==> src/rtl/bin2bcd_seq.sv <==
// ---------------------------------------------------------------------------
// bin2bcd_seq : multi-cycle binary-to-BCD converter (shift-and-add-3), 1 bit/clk
// Rev 1.0     : initial release
// ---------------------------------------------------------------------------
`default_nettype none

module bin2bcd_seq #(
   parameter int BIN_W  = 8,
   parameter int DIGITS = 3,
   parameter int SIGNED = 0
) (
   input  logic                  clk,
   input  logic                  rst,
   input  logic                  start,
   input  logic [BIN_W-1:0]      bin,
   output logic                  ready,
   output logic                  valid,
   output logic [4*DIGITS-1:0]   bcd,
   output logic                  neg,
   output logic                  ovf
);

   localparam int SW = 4 * DIGITS;
   localparam int CW = $clog2(BIN_W + 1);

   localparam logic [0:0] IDLE  = 1'b0;
   localparam logic [0:0] SHIFT = 1'b1;

   logic [0:0]       state;
   logic [CW-1:0]    cnt;
   logic [BIN_W-1:0] opnd;
   logic [SW-1:0]    scratch;
   logic             pend;
   logic             sign_q;

   logic [BIN_W-1:0] mag;
   logic             sign_in;
   logic [SW-1:0]    adj;
   logic [SW-1:0]    shifted;
   logic             pend_nxt;
   logic             last;

   generate
      if (SIGNED != 0) begin : g_signed
         assign sign_in = bin[BIN_W-1];
         // Most negative value maps to its unsigned magnitude (e.g. -128 -> 128).
         assign mag     = sign_in ? ((~bin) + {{(BIN_W-1){1'b0}}, 1'b1}) : bin;
      end else begin : g_unsigned
         assign sign_in = 1'b0;
         assign mag     = bin;
      end
   endgenerate

   genvar k;
   generate
      for (k = 0; k < DIGITS; k++) begin : g_digit
         assign adj[4*k +: 4] = (scratch[4*k +: 4] >= 4'd5) ? (scratch[4*k +: 4] + 4'd3)
                                                           : scratch[4*k +: 4];
      end
   endgenerate

   assign shifted  = {adj[SW-2:0], opnd[BIN_W-1]};
   assign pend_nxt = pend | adj[SW-1];
   assign last     = (cnt == {{(CW-1){1'b0}}, 1'b1});
   assign ready    = (state == IDLE);

   always_ff @(posedge clk or posedge rst) begin
      if (rst) begin
         state   <= IDLE;
         cnt     <= '0;
         opnd    <= '0;
         scratch <= '0;
         pend    <= 1'b0;
         sign_q  <= 1'b0;
         valid   <= 1'b0;
         bcd     <= '0;
         neg     <= 1'b0;
         ovf     <= 1'b0;
      end else begin
         valid <= 1'b0;
         case (state)
            IDLE: begin
               if (start) begin
                  opnd    <= mag;
                  sign_q  <= sign_in;
                  scratch <= '0;
                  pend    <= 1'b0;
                  cnt     <= CW'(BIN_W);
                  state   <= SHIFT;
               end
            end
            SHIFT: begin
               scratch <= shifted;
               opnd    <= opnd << 1;
               cnt     <= cnt - 1'b1;
               pend    <= pend_nxt;
               if (last) begin
                  state <= IDLE;
                  valid <= 1'b1;
                  neg   <= sign_q;
                  // Saturate to all nines once any digit carry fell off the top.
                  if (pend_nxt) begin
                     bcd <= {DIGITS{4'h9}};
                     ovf <= 1'b1;
                  end else begin
                     bcd <= shifted;
                     ovf <= 1'b0;
                  end
               end
            end
            default: state <= IDLE;
         endcase
      end
   end

endmodule

`default_nettype wire
==> config.mk <==
export PLATFORM = sky130hd
export DESIGN_NAME = bin2bcd_seq
export DESIGN_NICKNAME = d
export VERILOG_FILES = /design/src/rtl/bin2bcd_seq.sv
export SDC_FILE = /design/constraint.sdc
export NUM_CORES = 1
export LEC_CHECK = 0
export BUFFER_PORTS_ARGS = -buffer_cell sky130_fd_sc_hd__buf_2
export CAP_MARGIN = 20
export CORE_MARGIN = 5
export CORE_UTILIZATION = 55
export DETAILED_ROUTE_END_ITERATION = 16
export PLACE_DENSITY_LB_ADDON = 0.08
export SLEW_MARGIN = 20
export SYNTH_ARGS = -nofsm -noshare
export SYNTH_HDL_FRONTEND = slang
export SYNTH_SLANG_ARGS = --single-unit
==> constraint.sdc <==
create_clock -name clk -period 4.2 [get_ports clk]
set_input_delay 0.84 -clock clk [delete_from_list [all_inputs] [get_ports clk]]
set_output_delay 0.84 -clock clk [all_outputs]
set_load 0.01 [all_outputs]
Yosys cells after proc, flatten, opt, wreduce, memory -nomap -nowiden:

Index checks and enable logic that the tools add are counted.

* add/subtract/negate cells: 4
* equality and inequality tests: 2
* bitwise gates (word level): 2
* $lt $le $gt $ge: 3
* mux-type cells: 18
* reduce and logical (&&, ||, !) cells: 1

Operators by type and width (number)
* 12-bit two-way mux: 2
* 12-bit one-hot mux with 2 select lines: 1
* 4-bit two-way mux: 4
* 8-bit one-hot mux with 2 select lines: 1
* 4-bit by 2-bit adder with 4-bit output, second input constant: 3
* 4-bit by 3-bit greater-or-equal comparator with 1-bit output, second input constant: 3
* 8-bit two-way mux: 1
* 4-bit one-hot mux with 2 select lines: 1
* 1-bit two-way mux: 6
* 4-bit by 1-bit == test with 1-bit output, second input constant: 1
* 1-bit one-hot mux with 2 select lines: 2
* 4-bit by 1-bit subtractor with 4-bit output, second input constant: 1
* 2-bit inequality test, second input constant: 1
* 2-bit AND reduction: 1
* 1-bit inverter: 1
* 1-bit bitwise OR: 1

* logic and storage cells: 38
* output and inout bits: 16
* flip-flop bits (word level): 40

Longest topological paths before layout:

* depth after elaboration: 4
* gate-level depth with buffers: 7

Worst setup path after synthesis:

No wires, ideal clock.

* kind: input -> register
* start: input port start
* end: register cnt[1]
* setup time: 0.141 ns
* slack: 2.282 ns
* arrival time: 1.777 ns
* data required time: 4.059 ns
* path buffers: 3
* stages on the path: 4
* cell sequence: buf_2 -> buf_1 -> clkbuf_1 -> o22ai_1

* cells in the longest elaborated chain, start to end: 1

Ends and longest elaborated chain
* start: declaration: RTL line 14 `input logic start,`
* 2-bit inequality test (no source line)
* end signal: assignment: RTL line 88 `cnt <= CW'(BIN_W);`
* end signal: assignment: RTL line 95 `cnt <= cnt - 1'b1;`
* end: declaration: RTL line 30 `logic [CW-1:0] cnt;`

Every way passes these cells.
A chain may end at the register's enable or synchronous reset.

Final worst setup path:

* start: register state
* end: output port ready

* cells in the longest elaborated chain, start to end: 1

Ends and longest elaborated chain
* start: declaration: RTL line 29 `logic [0:0] state;`
* start signal: assignment: RTL line 69 `state <= IDLE;`
* start signal: assignment: RTL line 89 `state <= SHIFT;`
* start signal: assignment: RTL line 98 `state <= IDLE;`
* 1-bit inverter
* end: declaration: RTL line 16 `output logic ready,`

Every way passes these cells.

==> results.yml <==
worst_setup_path:
  crit_required_ns: 3.36
  end_kind: "output pin"
  critPathMaxFanout: 27
  critical_path.startpoint_type: "flop"
  worstPathArrival_ns: 1.65
  path_class: "reg2out"
final_layout:
  antenna_cells: 0
  final.fill_count: 278
  fin_util: 0.6460
  layout_commonest_cell: "dfrtp_1"
  area_growth_pct: 12.83
  drive_gt1_frac: 0.1972
  fin_cells: 259
  layout_common_cells: "dfrtp_1, nand2_1, buf_2"
  fin_nets: 231
logic_synthesis:
  synth_warnings: 0
  netlist_area_sq_um: 1941
  syn_avg_cell_area_sq_um: 10.21
  ys_types: 34
  synth_top_area_share: 0.5158
  synth_edf_count: 0
  yosys_register_bits: 40
  synthesis.nets: 209
  synthArstFlopShare: 1.000
  ys.flop_type: "dfrtp_1"
  yosysTopAreaCell: "dfrtp_1"
  synthTopCellsByArea: "dfrtp_1, ha_1, nand2_1, mux2i_1, o22ai_1"
  netlist_instances: 190
  ys_seq_area_frac: 0.5158
die:
  fp.dieH_microns: 69.40
  initial_utilization: 0.5725
  core_sq_um: 3390
  die_width_microns: 69.40
  ios: 27
  die_area_sq_um: 4816
  rows: 21
clock_network:
  clkSinkCount: 40
  cts_tree: "yes"
  post_cts_buffers: 0
  insertion_delay_ns: 0.33
  cts_max_path_buffers: 2
  clkTransAtPathRegs_ns: 0.12
  cts-root-buf: "clkbuf_4"
  htree_levels: 2
  ctsResizeCount: 0
  holdBufCountCts: 0
  cts_made_buffers: 5
detailed_routing:
  vias_per_cell: 5.571
  postRouteWirelength_microns: 3840
  drtAntennaViolNets: 0
  drtIter0Drc: 77
  firstDrtPassIters: 4
  num_vias: 1443
  drc: 0
  wl_per_cell_microns: 14.83
placed_design:
  place_ws_ns: 1.957
  dp_hpwl_microns: 2760
  placed_cells: 251
  gp_congestion: 0.7786
  io_buffers: 25
timing:
  fmax_mhz: 401.8
  rsz0062_at_grt: "no"
  clock-skew-final_ns: 0.008788
  final.setup.tns_ns: 0
  fin_ws_ns: 1.711
  period_share: 0.5925
  setup_violations: 0
  hold_viol: 0
  worst_slew_pin_slew_ns: 0.8159
  max_slew_margin: 0.4555
  final_max_slew_viol_count: 0
  min_period_ns: 2.489
grt:
  antenna_found_initial: 0
  track_usage: 0.1761
  grt_pass1_vias: 1549
  grt_pass1_wl_microns: 6858
  grt_max_degree: 28
  grt_remaining_overflow: 0
flow_run:
  cap_violations: 0
outcome:
  status: "complete, no violations"
power:
  ir_drop_uv: 400.0
  p_leak_uw: 0.001011
  pwr_density_cell_nw_per_um2: 795.9
  power.total_uw: 1743
hold_path:
  hold_path.class: "reg2reg"
==> synth_stat cells, types with 2 or more instances <==
| cell type | count |
|---|---|
| dfrtp_1 | 40 |
| nand2_1 | 26 |
| a21oi_1 | 11 |
| o21ai_0 | 11 |
| o22ai_1 | 11 |
| nor2_1 | 10 |
| inv_1 | 9 |
| mux2i_1 | 9 |
| ha_1 | 8 |
| nor3b_1 | 7 |
| a31oi_1 | 5 |
| clkbuf_1 | 5 |
| o31ai_1 | 5 |
| xnor2_1 | 4 |
| buf_6 | 3 |
| nand2b_1 | 3 |
| a21o_1 | 2 |
| a31o_2 | 2 |
| and2_0 | 2 |
| mux2_2 | 2 |
| or3_1 | 2 |
==> cell type report <==
class / count / area, sq um / share of cell area
Sequential cell: 40 / 1001 / 0.4571
Clock buffer: 5 / 37.54 / 0.01714
Multi-Input combinational cell: 128 / 825.8 / 0.3771
Clock inverter: 3 / 90.09 / 0.04114
Tap cell: 46 / 57.56 / 0.02629
Timing Repair Buffer: 26 / 132.6 / 0.06057
Inverter: 11 / 45.04 / 0.02057
==> worst max-delay path, cell delays in order, from the launching register on <==
cell and delay, ns:
dfrtp_1 0.84, inv_4 0.25, buf_2 0.22
==> power by group <==
| part | total, uW | internal [uW] | switching, uW |
|---|---|---|---|
| Clock | 368 | 245 | 123 |
| Sequential | 687 | 544 | 143 |
| Combinational | 688 | 306 | 382 |
==> cells by family (layout without fill, tap and decap cells) <==
logic type | Yosys count | after routing | share of synthesized area
AO/OA/AOI/OAI | 52 | 52 | 0.1670
AND/OR/NAND/NOR | 52 | 52 | 0.1289
flip-flops | 40 | 40 | 0.5158
buffers and inverters | 22 | 45 | 0.05867
multiplexers | 11 | 11 | 0.05803
adder cells (fa/ha/maj) | 8 | 8 | 0.05158
XOR/XNOR | 4 | 4 | 0.01805
other | 1 | 1 | 0.001932
==> final timing paths <==
kind                       slack, ns             endpoint  depth (start not counted)          startpoint
max                             1.71                ready                          2     state$_DFF_PP0_
min                             0.49   bcd[5]$_DFFE_PP0P_                          2  bcd[5]$_DFFE_PP0P_
max reg2reg                     1.93  bcd[10]$_DFFE_PP0P_                          4     state$_DFF_PP0_
min reg2reg                     0.49   bcd[5]$_DFFE_PP0P_                          2  bcd[5]$_DFFE_PP0P_
max in group asynchronous       2.80   cnt[0]$_DFFE_PP0P_                          3                 rst
min in group asynchronous       0.65   bcd[6]$_DFFE_PP0P_                          2                 rst
==> layer usage <==
layer	vias to the layer above	track usage	share of wire
li1	703	-	-
met1	699	0.2030	0.41
met3	4	0.04203	0.055
met5	-	0	0
met4	0	0.07158	0.013
met2	37	0.3114	0.52
==> registers in the layout (all words and copies together), names as in the netlist <==
signal,count
bcd,12
pend,1
valid,1
cnt,4
state,1
scratch,12
opnd,8
ovf,1
==> metrics by stage <==
stage,hold WS (ns),area [sq um]
floorplan,0.4492,1941
global placement,0.4607,2062
detailed placement,0.4709,2062
CTS,0.4994,2190
global route,0.5291,2190
finish,0.4947,2190
Power figures use the tool's default switching activity.
